### src/rtl/serial_deserializer_if.sv
// Serial link receive bundle: serial line, frame strobe, parallel word handshake and status flags.
// The master drives the serial side and the acknowledge; the slave returns the word and the flags.
interface serial_deserializer_if #(
  parameter int WIDTH = 12
);
  logic             serial_in;
  logic             send;
  logic             ack;
  logic [WIDTH-1:0] data_out;
  logic             data_valid;
  logic             frame_err;
  logic             overrun;
  logic             parity_err;

  modport master (
    output serial_in, send, ack,
    input  data_out, data_valid, frame_err, overrun, parity_err
  );

  modport slave (
    input  serial_in, send, ack,
    output data_out, data_valid, frame_err, overrun, parity_err
  );
endinterface

### src/rtl/serial_deserializer.sv
// MSB-first serial-to-parallel receiver with valid/ack handshake, truncation and overrun detection.
// Optional trailing even-parity bit checking is enabled by defining PARITY_CHECK_EN.
module serial_deserializer #(
  parameter int WIDTH = 12,
  parameter int CNT_W = $clog2(WIDTH + 2)
) (
  input  logic                 CLK,
  input  logic                 rst,
  serial_deserializer_if.slave bus
);

`ifdef PARITY_CHECK_EN
  localparam int FLEN = WIDTH + 1;
`else
  localparam int FLEN = WIDTH;
`endif

  localparam logic [CNT_W-1:0] LAST = CNT_W'(FLEN - 1);

  typedef enum logic [1:0] {
    IDLE,
    SHIFT,
    WAIT_LOW
  } state_e;

  state_e            state_q;
  logic [FLEN-1:0]   shift_q;
  logic [FLEN-1:0]   shift_d;
  logic [CNT_W-1:0]  count_q;
  logic [WIDTH-1:0]  data_q;
  logic              valid_q;
  logic              ferr_q;
  logic              ovr_q;
`ifdef PARITY_CHECK_EN
  logic              perr_q;
`endif

  assign shift_d = {shift_q[FLEN-2:0], bus.serial_in};

  always_ff @(posedge CLK) begin
    if (rst) begin
      state_q <= IDLE;
      shift_q <= '0;
      count_q <= '0;
      data_q  <= '0;
      valid_q <= 1'b0;
      ferr_q  <= 1'b0;
      ovr_q   <= 1'b0;
`ifdef PARITY_CHECK_EN
      perr_q  <= 1'b0;
`endif
    end else begin
      ferr_q <= 1'b0;
      // Completion below overrides this clear, so ack on the completion cycle keeps valid high.
      if (bus.ack && valid_q) valid_q <= 1'b0;

      case (state_q)
        IDLE: begin
          if (bus.send) begin
            shift_q <= shift_d;
            count_q <= CNT_W'(1);
            state_q <= SHIFT;
          end
        end

        SHIFT: begin
          if (!bus.send) begin
            ferr_q  <= 1'b1;
            count_q <= '0;
            state_q <= IDLE;
          end else begin
            shift_q <= shift_d;
            count_q <= count_q + CNT_W'(1);
            if (count_q == LAST) begin
              data_q  <= shift_d[FLEN-1 -: WIDTH];
              valid_q <= 1'b1;
              if (valid_q && !bus.ack) ovr_q <= 1'b1;
`ifdef PARITY_CHECK_EN
              perr_q  <= ^shift_d;
`endif
              state_q <= WAIT_LOW;
            end
          end
        end

        WAIT_LOW: begin
          if (!bus.send) begin
            count_q <= '0;
            state_q <= IDLE;
          end
        end

        default: begin
          count_q <= '0;
          state_q <= IDLE;
        end
      endcase
    end
  end

  assign bus.data_out   = data_q;
  assign bus.data_valid = valid_q;
  assign bus.frame_err  = ferr_q;
  assign bus.overrun    = ovr_q;
`ifdef PARITY_CHECK_EN
  assign bus.parity_err = perr_q;
`else
  assign bus.parity_err = 1'b0;
`endif

endmodule

### src/flat_wrapper.sv
// flat-port wrapper written by rule: the top's interface ports become plain ports
module serial_deserializer_flat 
#(
  parameter int WIDTH = 12,
  parameter int CNT_W = $clog2(WIDTH + 2)
)
  (CLK, rst, bus_serial_in, bus_send, bus_ack, bus_data_out, bus_data_valid, bus_frame_err, bus_overrun, bus_parity_err);
  serial_deserializer_if #(.WIDTH(WIDTH)) bus_i ();
  input  logic CLK;
  input  logic rst;
  input wire logic [$bits(bus_i.serial_in)-1:0] bus_serial_in;
  input wire logic [$bits(bus_i.send)-1:0] bus_send;
  input wire logic [$bits(bus_i.ack)-1:0] bus_ack;
  output wire logic [$bits(bus_i.data_out)-1:0] bus_data_out;
  output wire logic [$bits(bus_i.data_valid)-1:0] bus_data_valid;
  output wire logic [$bits(bus_i.frame_err)-1:0] bus_frame_err;
  output wire logic [$bits(bus_i.overrun)-1:0] bus_overrun;
  output wire logic [$bits(bus_i.parity_err)-1:0] bus_parity_err;
  assign bus_i.serial_in = bus_serial_in;
  assign bus_i.send = bus_send;
  assign bus_i.ack = bus_ack;
  assign bus_data_out = bus_i.data_out;
  assign bus_data_valid = bus_i.data_valid;
  assign bus_frame_err = bus_i.frame_err;
  assign bus_overrun = bus_i.overrun;
  assign bus_parity_err = bus_i.parity_err;
  serial_deserializer #(.WIDTH(WIDTH), .CNT_W(CNT_W)) u_core (.CLK(CLK), .rst(rst), .bus(bus_i));
endmodule
### config.mk
export PLATFORM = sky130hd
export DESIGN_NAME = serial_deserializer_flat
export DESIGN_NICKNAME = d
export VERILOG_FILES = /design/src/rtl/serial_deserializer_if.sv /design/src/rtl/serial_deserializer.sv /design/src/flat_wrapper.sv
export SDC_FILE = /design/constraint.sdc
export NUM_CORES = 1
export LEC_CHECK = 0
export BUFFER_PORTS_ARGS = -buffer_cell sky130_fd_sc_hd__buf_4
export CORE_MARGIN = 2
export CORE_UTILIZATION = 50
export CTS_CLUSTER_SIZE = 28
export DETAILED_ROUTE_END_ITERATION = 7
export PLACE_DENSITY = 0.72
export SETUP_SLACK_MARGIN = 0.02
export SLEW_MARGIN = 10
export SYNTH_ARGS = -nofsm -noshare
export SYNTH_HDL_FRONTEND = slang
export SYNTH_SLANG_ARGS = --single-unit
### constraint.sdc
create_clock -name CLK -period 3.1 [get_ports CLK]
set_clock_uncertainty 0.05 [all_clocks]
set_input_delay 0.775 -clock CLK [delete_from_list [all_inputs] [get_ports CLK]]
set_output_delay 0.775 -clock CLK [all_outputs]
set_load 0.01 [all_outputs]
==> results of run 1 <==
==> synthesized netlist by cell type <==
cell type	number
nand2_1	26
nor2_1	3
nand3_1	13
buf_2	5
and3b_1	4
a32oi_1	1
or4_1	1
buf_4	2
nor4b_1	1
a31oi_1	2
and2_1	1
o21ai_0	13
nand4b_1	1
ha_1	1
conb_1	1
nor3_1	1
a211oi_1	1
nand2_2	1
a21oi_1	26
nand2b_1	3
buf_6	2
dfxtp_1	32
o21ba_2	1
a2bb2oi_1	1
nand3b_1	2
nor2b_1	4
or4b_1	1
clkbuf_1	6
==> flip-flops by register name, summed over array words and instances, names as in the netlist <==
| signal | flops |
|---|---|
| u_core.count_q | 4 |
| u_core.bus.frame_err | 1 |
| u_core.shift_q | 11 |
| u_core.bus.data_valid | 1 |
| u_core.bus.overrun | 1 |
| u_core.bus.data_out | 12 |
| u_core.state_q | 2 |
==> cell families after synthesis <==
logic type | Yosys count | synth area share (%)
buf+inv | 15 | 6.52
compound gates | 45 | 18.6
flops | 32 | 49.1
fa+ha+maj | 1 | 0.959
simple gates | 62 | 24.5
other cells | 1 | 0.287
==> power breakdown <==
group | switching (W) | internal, W
Clock | 0.000129 | 0.000129
Combinational | 0.0000203 | 0.0000104
Sequential | 0.00000443 | 0.000415
Total | 0.000153 | 0.000553
==> routing by layer <==
metal  global-route usage [%]  vias up  wire length (um)
met3                     5.38        6               148
met2                     29.0       31              1200
met5                        0        -                 0
li1                         -      560                 -
met4                     9.76        0                36
met1                     24.0      489              1210
==> through the flow <==
| stage | cell area (um2) | setup slack [ns] | utilization, % | instances |
|---|---|---|---|---|
| 2_1_floorplan | 1310 | 1.43 | - | 156 |
| 3_3_place_gp | 1400 | 1.27 | 56.5 | 190 |
| 3_5_place_dp | 1400 | 1.20 | 56.5 | 190 |
| 4_1_cts | 1470 | 1.48 | 59.1 | 197 |
| 5_1_grt | 1470 | 1.42 | 59.1 | 197 |
| 6_report | 1470 | 1.49 | 59.1 | 197 |
==> worst paths after layout <==
check,endpoint,from,cells after the start,slack (ns)
max,bus_data_out[2],u_core.bus.data_out[2],1,1.49
min,u_core.shift_q[10],u_core.shift_q[10],2,0.42
max reg2reg,u_core.bus.data_out[11],u_core.count_q[0],4,1.58
min reg2reg,u_core.shift_q[10],u_core.shift_q[10],2,0.42
==> final cells by class <==
cell class / instances / area (um2)
Fill cell: 231 / 1010
Sequential cell: 32 / 641
Multi-Input combinational cell: 109 / 579
Timing Repair Buffer: 19 / 143
Clock buffer: 7 / 65.1
Tap cell: 30 / 37.5
==> summary.txt, run 1 <==
Layout area overhead: 12.3%
Vias: 1086
HPWL after detailed placement: 1.72 mm
number of vias per cell: 5.51
WS Path Type: register to primary output
Worst EP required: 2.27 ns
post-synthesis cell type count: 28
# DRC: 0
sequential fraction of the synthesis area: 49.1%
antenna cells: 0
setup TNS: 0 ns
post-CTS setup buffers: 0
leakage power: 0.531 nW
Final Setup Violations: 0
syn nets: 162
crit path DAT: 0.78 ns
clock period minus worst slack: 1.61 ns
CP endpoint kind: primary output
Total GRT Usage: 18.9%
worst path cell trace: buf_4
clock slew seen by the registers of the worst setup and hold paths: 0.09 ns
maximum VDD drop: 367 uV
First-pass DRT Iterations: 4
Starting Density: 52.7%
Max Clock Freq: 0.621 GHz
Hold Slack: 0.422 ns
commonest non-fill, non-tap cells in the layout: 32 x dfxtp_1, 26 x a21oi_1, 26 x nand2_1, 19 x buf_4
core area: 0.00248 mm2
pwr/cell area: 482 mW/mm2
top cell type by total area after synthesis: dfxtp_1
RSZ-0062 raised after global routing: false
Final period util: 51.9%
post-synth top area share: 49.1%
clock buffer depth: 2
initial antenna violation count: 0
Tightest Pin Transition: 0.648 ns
Routed Antenna Nets: 0
Hold-fix buffers, CTS: 0
Final Total Pwr: 0.000707 W
Die Footprint: 0.00303 mm2
input/output buffers: 19
run status: finished, final reports clean
crit start category: register
Worst Path Max Fanout: 2
CP top delay family: flip-flops
max cap viols: 0
pins over their slew limit: 0
layout cells sized above 1: 16.8%
routability cong.: 0.818
Bufs and invs on worst path: 1
commonest non-fill, non-tap cell in the layout: dfxtp_1
largest net degree at the start of global routing: 33
Slowest cell on crit path: dfxtp_1
Mapped Area: 0.00131 mm2
CTS Buf Count: 5
Seq cells post-synth: 32
clk root buf: clkbuf_4
CTS H-Tree Depth: 2
HP Class: register to register
nets@finish: 173
first-pass GRT wire length: 3.97 mm
Post-Route WL: 2.60 mm
Hold Vio Cnt, Final: 0
post-synthesis instance total: 156
synthesized area per cell: 8.37 um2
Chip Width: 55.1 um
clock latency on the worst-skew pair: 0.32 ns
vias in the first global route: 912
chip height: 55.1 um
Ports: 21
post_cts resized: 0
Max stage delay on crit path: 0.35 ns
row count: 18
Warnings, synthesis: 0
Initial DRC Count: 33
Clock Sinks: 32
Worst slew margin: 56.7%
DR WL/cell: 13.2 um
GRT Residual Overflow: 0
Area contributors post-synth: dfxtp_1 49%, a21oi_1 10%, nand2_1 7.5%
clock tree from TritonCTS: done
No activity file was read; power rests on OpenSTA's default activity.
==> inputs of run 2 (changes only) <==
Clock period 3.1 ns to 1.7 ns, I/O delays scaled along.
==> summary.txt, run 2 (synthesis results as in run 1) <==
run status: finished, final reports clean
setup TNS: 0 ns
Met1 Wirelength: 1.23 mm
commonest non-fill, non-tap cells in the layout: 32 x dfxtp_1, 26 x a21oi_1, 26 x nand2_1, 21 x buf_4
Worst Path Max Fanout: 13
Tightest Pin Transition: 0.663 ns
row count: 18
pwr/cell area: 930 mW/mm2
CP endpoint: u_core.bus.data_out[1]
HP Start: bus_send
clock slew seen by the registers of the worst setup and hold paths: 0.10 ns
Worst slew margin: 55.7%
antenna cells: 0
Largest register FFs: 12
GRT Residual Overflow: 0
Routed Antenna Nets: 0
Final Total Pwr: 0.00139 W
max cap viols: 0
# DRC: 0
PnR worst setup slack: 0.168 ns
Worst EP required: 1.86 ns
Pint: 0.00108 W
Crit. Startpoint: u_core.count_q[0]
Layout area overhead: 14.6%
fillcell total: 237
FF-to-FF path depth: 4
nets@finish: 175
pins over their slew limit: 0
CP endpoint kind: register
number of vias per cell: 5.51
Starting Density: 52.7%
Bufs and invs on worst path: 0
Clock Sinks: 32
clock buffer depth: 2
worst path cell trace: ha_1 -> nand3b_1 -> o21ai_0 -> a21oi_1
clock tree from TritonCTS: done
Final period util: 90.1%
WS Path Type: register to register
Max Clock Freq: 0.653 GHz
Chip Width: 55.1 um
Slowest cell on crit path: dfxtp_1
First-pass DRT Iterations: 4
clock period minus worst slack: 1.53 ns
core area: 0.00248 mm2
RSZ-0062 raised after global routing: false
layout cells sized above 1: 18.2%
Ports: 21
Post-Route WL: 2.55 mm
vias in the first global route: 957
first-pass GRT wire length: 4.04 mm
WL met2: 1.15 mm
chip height: 55.1 um
Clock power frac: 40.9%
HP Class: input pin to register
Hold-fix buffers, CTS: 0
Combinational Power Share: 4.2%
commonest non-fill, non-tap cell in the layout: dfxtp_1
CP top delay family: compound AO/OA/AOI/OAI gates
maximum VDD drop: 664 uV
Initial DRC Count: 33
crit path DAT: 1.69 ns
Worst R2R Start: u_core.count_q[0]
crit start category: register
largest net degree at the start of global routing: 33
Vias: 1101
DR WL/cell: 12.8 um
P_sw: 0.000307 W
routability cong.: 0.746
Final Setup Violations: 0
Die Footprint: 0.00303 mm2
DR WL met3: 126 um
Total GRT Usage: 18.9%
Inst Count DP: 192
Hold Vio Cnt, Final: 0
leakage power: 0.546 nW
part of the power in registers: 54.9%
Net Sw Frac: 22.1%
HPWL after detailed placement: 1.65 mm
Hold Slack: 0.290 ns
initial antenna violation count: 0
post-CTS setup buffers: 0
highest routed metal layer: met4
CTS Buf Count: 5
clock latency on the worst-skew pair: 0.32 ns
Max stage delay on crit path: 0.38 ns
Non-Filler Instances: 200
clk root buf: clkbuf_4
Place WS: 0.180 ns
input/output buffers: 19
Critical R2R Capture: u_core.bus.data_out[1]
post_cts resized: 0
FF-to-FF setup slack: 0.17 ns
CTS H-Tree Depth: 2
critical path depth in cells: 4
## run 2: worst reg2reg max path, cell delays in order, from the launching register on
cell and delay [ns]:
dfxtp_1 0.38, ha_1 0.23, nand3b_1 0.35, o21ai_0 0.31, a21oi_1 0.10
## run 2: layout make-up
type	instances	area (um2)	share of cell area, %
clock buffers	5	37.5	2.51
clock inverters	3	42.5	2.85
multi-input cells	109	579	38.7
flip-flops and latches	32	641	42.8
well taps	30	37.5	2.51
repair buffers	21	158	10.5
## run 2: routing by layer
layer,vias to the layer above,GRT usage [%]
met4,0,10.6
met5,-,0
met3,6,5.38
met1,507,23.4
li1,561,-
met2,27,29.4
## run 2: power by group through the flow
| stage | clock (W) | combinational [W] | sequential (W) |
|---|---|---|---|
| after floorplan | 0 | 0.0000509 | 0.000778 |
| after global placement | 0 | 0.0000561 | 0.000780 |
| after detailed placement | 0 | 0.0000576 | 0.000781 |
| after CTS | 0.000582 | 0.0000578 | 0.000763 |
| after global routing | 0.000610 | 0.0000646 | 0.000765 |
| final | 0.000569 | 0.0000579 | 0.000763 |
## run 2: worst min path at each step
stage	to	slack [ns]	depth (start not counted)
2_1_floorplan	u_core.shift_q[10]	0.39	2
3_3_place_gp	u_core.shift_q[10]	0.40	2
3_5_place_dp	u_core.shift_q[10]	0.40	2
4_1_cts	u_core.bus.frame_err	0.28	2
5_1_grt	u_core.bus.frame_err	0.29	2
6_report	u_core.bus.frame_err	0.29	2
## run 2: through the flow
step,cell area [um2],util (%)
after detailed placement,1420,57.1
after floorplan,1310,-
after CTS,1500,60.4
final,1500,60.4
after global routing,1500,60.4
after global placement,1420,57.1
